### src/rtl/ldpc_pkg.sv
// Shared LDPC decoder constants, unload FSM state type and padding-mask helper.
package ldpc_pkg;

  localparam int unsigned Kb           = 14;
  localparam int unsigned HDWIDTH      = 32;
  localparam int unsigned LINES        = 16;
  localparam int unsigned Z            = 511;
  localparam int unsigned ADDRESSWIDTH = 5;
  localparam int unsigned RD_LAT       = 2;

  typedef enum logic [2:0] {
    IDLE,
    ISSUE,
    WAIT,
    CAPTURE,
    SHIFT,
    DRAIN
  } unload_state_t;

  // Bit b of a column in line 'line' is real data only while line*HDWIDTH+b < Z.
  function automatic logic [HDWIDTH-1:0] pad_mask(input int unsigned line);
    logic [HDWIDTH-1:0] m;
    m = '0;
    for (int unsigned b = 0; b < HDWIDTH; b++) begin
      m[b] = ((line * HDWIDTH) + b) < Z;
    end
    return m;
  endfunction

endpackage

### src/rtl/hd_word_shifter.sv
// Holds one hard-decision line and presents it one column at a time, column 0 first.
module hd_word_shifter #(
  parameter int unsigned COLS = 14,
  parameter int unsigned W    = 32
) (
  input  logic              clk,
  input  logic              rst,
  input  logic              load,
  input  logic              shift,
  input  logic [COLS*W-1:0] line_in,
  output logic [W-1:0]      word
);

  logic [COLS*W-1:0] line_q;

  always_ff @(posedge clk or negedge rst) begin
    if (!rst) begin
      line_q <= '0;
    end else if (load) begin
      line_q <= line_in;
    end else if (shift) begin
      line_q <= {{W{1'b0}}, line_q[COLS*W-1:W]};
    end
  end

  assign word = line_q[W-1:0];

endmodule

### src/rtl/hd_unload_streamer.sv
// Lmem unload reader: fetches LINES hard-decision lines and streams them as HDWIDTH-bit words.
// Build option HD_UNLOAD_PREFETCH_EN adds a ping-pong line buffer so fetch overlaps streaming.
module hd_unload_streamer
  import ldpc_pkg::*;
(
  input  logic                    clk,
  input  logic                    rst,
  input  logic                    start,
  output logic                    busy,
  output logic                    done,
  output logic                    unload_en,
  output logic [ADDRESSWIDTH-1:0] unloadAddress,
  input  logic [Kb*HDWIDTH-1:0]   unload_HDout_vec,
  output logic [HDWIDTH-1:0]      out_data,
  output logic                    out_valid,
  input  logic                    out_ready,
  output logic                    out_last
);

  localparam int unsigned COL_W  = (Kb > 1) ? $clog2(Kb) : 1;
  localparam int unsigned WAIT_W = (RD_LAT > 2) ? $clog2(RD_LAT - 1) : 1;
  localparam logic [ADDRESSWIDTH-1:0] LAST_LINE = ADDRESSWIDTH'(LINES - 1);
  localparam logic [COL_W-1:0]        LAST_COL  = COL_W'(Kb - 1);
  localparam logic [HDWIDTH-1:0]      LAST_MASK = pad_mask(LINES - 1);

  unload_state_t             state_q, state_d;
  logic [ADDRESSWIDTH-1:0]   addr_q, addr_d;
  logic [COL_W-1:0]          col_q, col_d;
  logic [WAIT_W-1:0]         wait_q, wait_d;
  logic                      handshake;

  assign handshake     = out_valid & out_ready;
  assign unloadAddress = addr_q;
  assign busy          = (state_q != IDLE) && (state_q != DRAIN);
  assign done          = (state_q == DRAIN);

`ifdef HD_UNLOAD_PREFETCH_EN

  // addr_q is the fetch pointer; out_line_q tracks the line being streamed.
  logic [1:0]              full_q, full_d;
  logic                    wr_ptr_q, wr_ptr_d;
  logic                    rd_ptr_q, rd_ptr_d;
  logic [ADDRESSWIDTH-1:0] out_line_q, out_line_d;
  logic [1:0]              load, shift;
  logic [HDWIDTH-1:0]      word0, word1, raw_word;

  hd_word_shifter #(.COLS(Kb), .W(HDWIDTH)) u_shifter0 (
    .clk     (clk),
    .rst     (rst),
    .load    (load[0]),
    .shift   (shift[0]),
    .line_in (unload_HDout_vec),
    .word    (word0)
  );

  hd_word_shifter #(.COLS(Kb), .W(HDWIDTH)) u_shifter1 (
    .clk     (clk),
    .rst     (rst),
    .load    (load[1]),
    .shift   (shift[1]),
    .line_in (unload_HDout_vec),
    .word    (word1)
  );

  always_ff @(posedge clk or negedge rst) begin
    if (!rst) begin
      state_q    <= IDLE;
      addr_q     <= '0;
      col_q      <= '0;
      wait_q     <= '0;
      full_q     <= '0;
      wr_ptr_q   <= 1'b0;
      rd_ptr_q   <= 1'b0;
      out_line_q <= '0;
    end else begin
      state_q    <= state_d;
      addr_q     <= addr_d;
      col_q      <= col_d;
      wait_q     <= wait_d;
      full_q     <= full_d;
      wr_ptr_q   <= wr_ptr_d;
      rd_ptr_q   <= rd_ptr_d;
      out_line_q <= out_line_d;
    end
  end

  always_comb begin
    state_d    = state_q;
    addr_d     = addr_q;
    col_d      = col_q;
    wait_d     = wait_q;
    full_d     = full_q;
    wr_ptr_d   = wr_ptr_q;
    rd_ptr_d   = rd_ptr_q;
    out_line_d = out_line_q;
    load       = '0;
    shift      = '0;

    // Emit side: only ever clears the buffer at rd_ptr; fetch side only fills an empty one.
    if (handshake) begin
      if (col_q == LAST_COL) begin
        col_d            = '0;
        full_d[rd_ptr_q] = 1'b0;
        rd_ptr_d         = ~rd_ptr_q;
        out_line_d       = out_line_q + 1'b1;
      end else begin
        col_d           = col_q + 1'b1;
        shift[rd_ptr_q] = 1'b1;
      end
    end

    case (state_q)
      IDLE, DRAIN: begin
        if (start) begin
          state_d    = ISSUE;
          addr_d     = '0;
          col_d      = '0;
          full_d     = '0;
          wr_ptr_d   = 1'b0;
          rd_ptr_d   = 1'b0;
          out_line_d = '0;
        end else if (state_q == DRAIN) begin
          state_d = IDLE;
        end
      end
      ISSUE: begin
        if (!full_q[wr_ptr_q]) begin
          wait_d  = '0;
          state_d = (RD_LAT > 1) ? WAIT : CAPTURE;
        end
      end
      WAIT: begin
        if (wait_q == WAIT_W'(RD_LAT - 2)) state_d = CAPTURE;
        else                               wait_d  = wait_q + 1'b1;
      end
      CAPTURE: begin
        load[wr_ptr_q]   = 1'b1;
        full_d[wr_ptr_q] = 1'b1;
        wr_ptr_d         = ~wr_ptr_q;
        if (addr_q == LAST_LINE) begin
          state_d = SHIFT;
        end else begin
          addr_d  = addr_q + 1'b1;
          state_d = ISSUE;
        end
      end
      SHIFT: begin
        if (handshake && (col_q == LAST_COL) && (out_line_q == LAST_LINE)) state_d = DRAIN;
      end
      default: state_d = IDLE;
    endcase
  end

  assign unload_en = (state_q == ISSUE) && !full_q[wr_ptr_q];
  assign out_valid = full_q[rd_ptr_q];
  assign raw_word  = rd_ptr_q ? word1 : word0;
  assign out_data  = raw_word & ((out_line_q == LAST_LINE) ? LAST_MASK : '1);
  assign out_last  = out_valid && (out_line_q == LAST_LINE) && (col_q == LAST_COL);

`else

  logic               load, shift;
  logic [HDWIDTH-1:0] raw_word;

  hd_word_shifter #(.COLS(Kb), .W(HDWIDTH)) u_shifter (
    .clk     (clk),
    .rst     (rst),
    .load    (load),
    .shift   (shift),
    .line_in (unload_HDout_vec),
    .word    (raw_word)
  );

  always_ff @(posedge clk or negedge rst) begin
    if (!rst) begin
      state_q <= IDLE;
      addr_q  <= '0;
      col_q   <= '0;
      wait_q  <= '0;
    end else begin
      state_q <= state_d;
      addr_q  <= addr_d;
      col_q   <= col_d;
      wait_q  <= wait_d;
    end
  end

  always_comb begin
    state_d = state_q;
    addr_d  = addr_q;
    col_d   = col_q;
    wait_d  = wait_q;
    load    = 1'b0;
    shift   = 1'b0;

    case (state_q)
      IDLE, DRAIN: begin
        if (start) begin
          state_d = ISSUE;
          addr_d  = '0;
          col_d   = '0;
        end else if (state_q == DRAIN) begin
          state_d = IDLE;
        end
      end
      ISSUE: begin
        wait_d  = '0;
        state_d = (RD_LAT > 1) ? WAIT : CAPTURE;
      end
      WAIT: begin
        if (wait_q == WAIT_W'(RD_LAT - 2)) state_d = CAPTURE;
        else                               wait_d  = wait_q + 1'b1;
      end
      CAPTURE: begin
        load    = 1'b1;
        col_d   = '0;
        state_d = SHIFT;
      end
      SHIFT: begin
        if (out_ready) begin
          if (col_q == LAST_COL) begin
            if (addr_q == LAST_LINE) begin
              state_d = DRAIN;
            end else begin
              addr_d  = addr_q + 1'b1;
              state_d = ISSUE;
            end
          end else begin
            col_d = col_q + 1'b1;
            shift = 1'b1;
          end
        end
      end
      default: state_d = IDLE;
    endcase
  end

  assign unload_en = (state_q == ISSUE);
  assign out_valid = (state_q == SHIFT);
  assign out_data  = raw_word & ((addr_q == LAST_LINE) ? LAST_MASK : '1);
  assign out_last  = out_valid && (addr_q == LAST_LINE) && (col_q == LAST_COL);

`endif

endmodule

### config.mk
export PLATFORM = sky130hd
export DESIGN_NAME = hd_unload_streamer
export DESIGN_NICKNAME = d
export VERILOG_FILES = /design/src/rtl/ldpc_pkg.sv /design/src/rtl/hd_word_shifter.sv /design/src/rtl/hd_unload_streamer.sv
export SDC_FILE = /design/constraint.sdc
export NUM_CORES = 1
export LEC_CHECK = 0
export ABC_AREA = 1
export BUFFER_PORTS_ARGS = -buffer_cell sky130_fd_sc_hd__buf_2
export CAP_MARGIN = 20
export CORE_ASPECT_RATIO = 1.25
export CORE_MARGIN = 3
export CORE_UTILIZATION = 35
export DETAILED_ROUTE_END_ITERATION = 10
export SLEW_MARGIN = 20
export SYNTH_ARGS = -nofsm -noshare
export SYNTH_HDL_FRONTEND = slang
export SYNTH_HIERARCHICAL = 1
export SYNTH_SLANG_ARGS = --single-unit
export TNS_END_PERCENT = 30
### constraint.sdc
create_clock -name clk -period 3.4 [get_ports clk]
set_input_delay 0.68 -clock clk [delete_from_list [all_inputs] [get_ports clk]]
set_output_delay 0.68 -clock clk [all_outputs]
set_load 0.02 [all_outputs]
==> out/results.tsv <==
stage	metric	value	unit
final_layout	final_layout_size_suffix_gt1_frac	0.217	
floorplan	die-area	62900	um^2
pwr	max-vdd-ir-drop	501	uV
global_routing	antenna_found_initial	32	
logic_synthesis	synth.most_common_cell	nand2_1	
status	outcome	complete, no violations	
logic_synthesis	synth_edf_count	0	
detailed_routing	drtIter0Drc	1680	
detailed_routing	wl_met2	32700	um
critical_path	path_cells	ha_1 > nand2_1 > nor2_1 > ha_1 > nand3_1 > nor2_1 > buf_2	
logic_synthesis	yosys-top-cells-area	dfrtp_1, nand3_1, nand2_1	
logic_synthesis	yosysWarnings	6	
timing	finalSetupTns	0	ns
logic_synthesis	async_flop_share	1.00	
clock_tree	hold_buffers	0	
logic_synthesis	yosysTopAreaCell	dfrtp_1	
timing	skew	0.0172	ns
timing	setup_viol	0	
timing	period_share	0.784	
global_routing	grt_first_pass_wirelength	106000	um
pwr	leakage	12.8	nW
logic_synthesis	synth_top_area_share	0.549	
clock_tree	clk_pin_slew	0.06	ns
detailed_routing	avgViaCountPerCell	5.11	
clock_tree	h-tree-depth	2	
final_layout	final_nets	3376	
timing	hold_viol_final	0	
detailed_routing	dr.max_layer_used	met5	
clock_tree	cts_buffers	50	
detailed_routing	route.met3.wl	5210	um
detailed_routing	drc_errors	0	
placed_design	dpl.hpwl	49000	um
timing	worst_hold_slack	0.138	ns
global_routing	first_global_vias	18800	
logic_synthesis	synthDistinctLibCells	26	
logic_synthesis	ys_ff_latch	460	
clock_tree	cts_root_buf	clkbuf_16	
floorplan	core	58800	um^2
global_routing	grt_usage	0.212	
critical_path	path_buf_inv	1	
critical_path	critPathArrivalTime	1.99	ns
logic_synthesis	syn-num-nets	3007	
final_layout	regArea	11500	um^2
clock_tree	clock_latency	0.58	ns
final_layout	area_growth	21.1	%
critical_path	required	2.72	ns
floorplan	die_w	225	um
logic_synthesis	avgSynthCellArea	8.22	um^2
critical_path	slowest_stage	dfrtp_1	
critical_path	crit_path_max_incr_delay	0.42	ns
clock_tree	postCtsResizedCells	0	
timing	maxSlewViolCount	0	
critical_path	cp-start-kind	flip-flop	
logic_synthesis	netlist_area	21000	um^2
logic_synthesis	ys.flop_type	dfrtp_1	
timing	slew_headroom	0.438	
job	cap_violations	0	
clock_tree	cts_tree	yes	
floorplan	io_pins	494	
floorplan	fp-row-count	99	
detailed_routing	ant_nets	0	
worst_hold_path	hold_path_class	in2async	
timing	max_slew.worst_pin.slew	0.843	ns
global_routing	grt_max_degree	184	
detailed_routing	vias	19100	
final_layout	multi_input_area	8160	um^2
final_layout	nFillCells	5869	
placed_design	numPortBuffers	493	
timing	period_needed	2.67	ns
detailed_routing	firstDrtPassIters	5	
timing	grt_setup_unrepaired	false	
logic_synthesis	yosysSeqAreaShare	0.549	
logic_synthesis	postSynthCellCount	2551	
detailed_routing	routed_wirelength	68300	um
clock_tree	clock-sinks	460	
floorplan	initial_utilization	0.356	
placed_design	globalplace.congestion	0.867	
logic_synthesis	synth.top_cells.by_count	nand2_1, nand3_1, dfrtp_1	
critical_path	worstSetupPathType	reg2out	
pwr	power-per-cell-area	849	nW/um^2
clock_tree	cts_setup_buffers	0	
critical_path	crit_fanout	5	
floorplan	die_y	280	um
detailed_routing	avgRoutedWirePerCell	18.3	um
timing	fmax	375	MHz
global_routing	grt_overflow_total	0	
critical_path	critical_path.endpoint_type	primary output	
detailed_routing	m1WireLength	28100	um
critical_path	cpLargestDelayFamily	flip-flops	
clock_tree	clk_path_buf_depth	3	
==> flip-flops by register name (all words and copies together), names as in the netlist <==
name / cells
u_shifter/line_q: 448
unloadAddress: 5
col_q: 4
state_q: 3
==> layout by cell type, fill, tap and decap left out, drive strengths merged <==
master,count
a21oi,4
a31oi,1
buf,542
bufinv,2
clkbuf,75
clkinv,11
dfrtp,460
diode,14
ha,4
inv,21
nand2,963
nand3,844
nand4,1
nor2,19
nor3b,2
o21ai,7
xnor2,1
==> area by class of cell <==
cell class,count,share of cell area
antenna,14,0.00138
clock buffer,75,0.0581
clock inverter,14,0.00503
inverter,20,0.00355
multi-input combinational,1846,0.321
sequential,460,0.453
tap,757,0.0373
timing repair buffer,542,0.120
==> worst paths after layout <==
| path | from | to | slack, ns | cells after the start |
|---|---|---|---|---|
| max | unloadAddress[0]$_DFFE_PN0P_ | out_last | 0.73 | 7 |
| min | rst | u_shifter/line_q[49]$_DFFE_PN0P_ | 0.14 | 1 |
| max reg2reg | state_q[2]$_DFFE_PN0P_ | u_shifter/line_q[175]$_DFFE_PN0P_ | 0.80 | 8 |
| min reg2reg | u_shifter/line_q[436]$_DFFE_PN0P_ | u_shifter/line_q[436]$_DFFE_PN0P_ | 0.47 | 2 |
| max in group asynchronous | rst | u_shifter/line_q[130]$_DFFE_PN0P_ | 2.37 | 2 |
| min in group clk | unload_HDout_vec[424] | u_shifter/line_q[424]$_DFFE_PN0P_ | 0.30 | 3 |
==> through the flow <==
| stage | std cells | util | setup WS (ns) | power (mW) | area, um^2 |
|---|---|---|---|---|---|
| 2_1_floorplan | 2551 | - | 1.29 | 14.3 | 21000 |
| 3_3_place_gp | 3625 | 0.404 | 0.813 | 16.1 | 23800 |
| 3_5_place_dp | 3625 | 0.404 | 0.790 | 16.4 | 23800 |
| 4_1_cts | 3714 | 0.431 | 0.693 | 21.8 | 25400 |
| 5_1_grt | 3719 | 0.431 | 0.544 | 23.2 | 25400 |
| 6_report | 3728 | 0.432 | 0.733 | 21.5 | 25400 |
==> logic make-up after synthesis <==
logic type,count (synthesis),share of synthesized area
AND/OR/NAND/NOR,1829,0.382
flip-flops,460,0.549
buffers and inverters,245,0.0622
AO/OA/AOI/OAI,12,0.00346
adder cells (fa/ha/maj),4,0.00239
XOR/XNOR,1,0.000418
==> layer usage <==
layer | vias to the layer above | track usage
li1 | 9142 | -
met1 | 9089 | 0.275
met2 | 662 | 0.350
met3 | 130 | 0.0552
met4 | 36 | 0.0660
met5 | - | 0
==> report_power, final <==
group	internal, mW	switching [mW]
Clock	3.14	2.19
Combinational	2.42	4.41
Sequential	7.93	1.47
Total	13.5	8.07
Note: power is estimated with default switching activity, not from simulation.
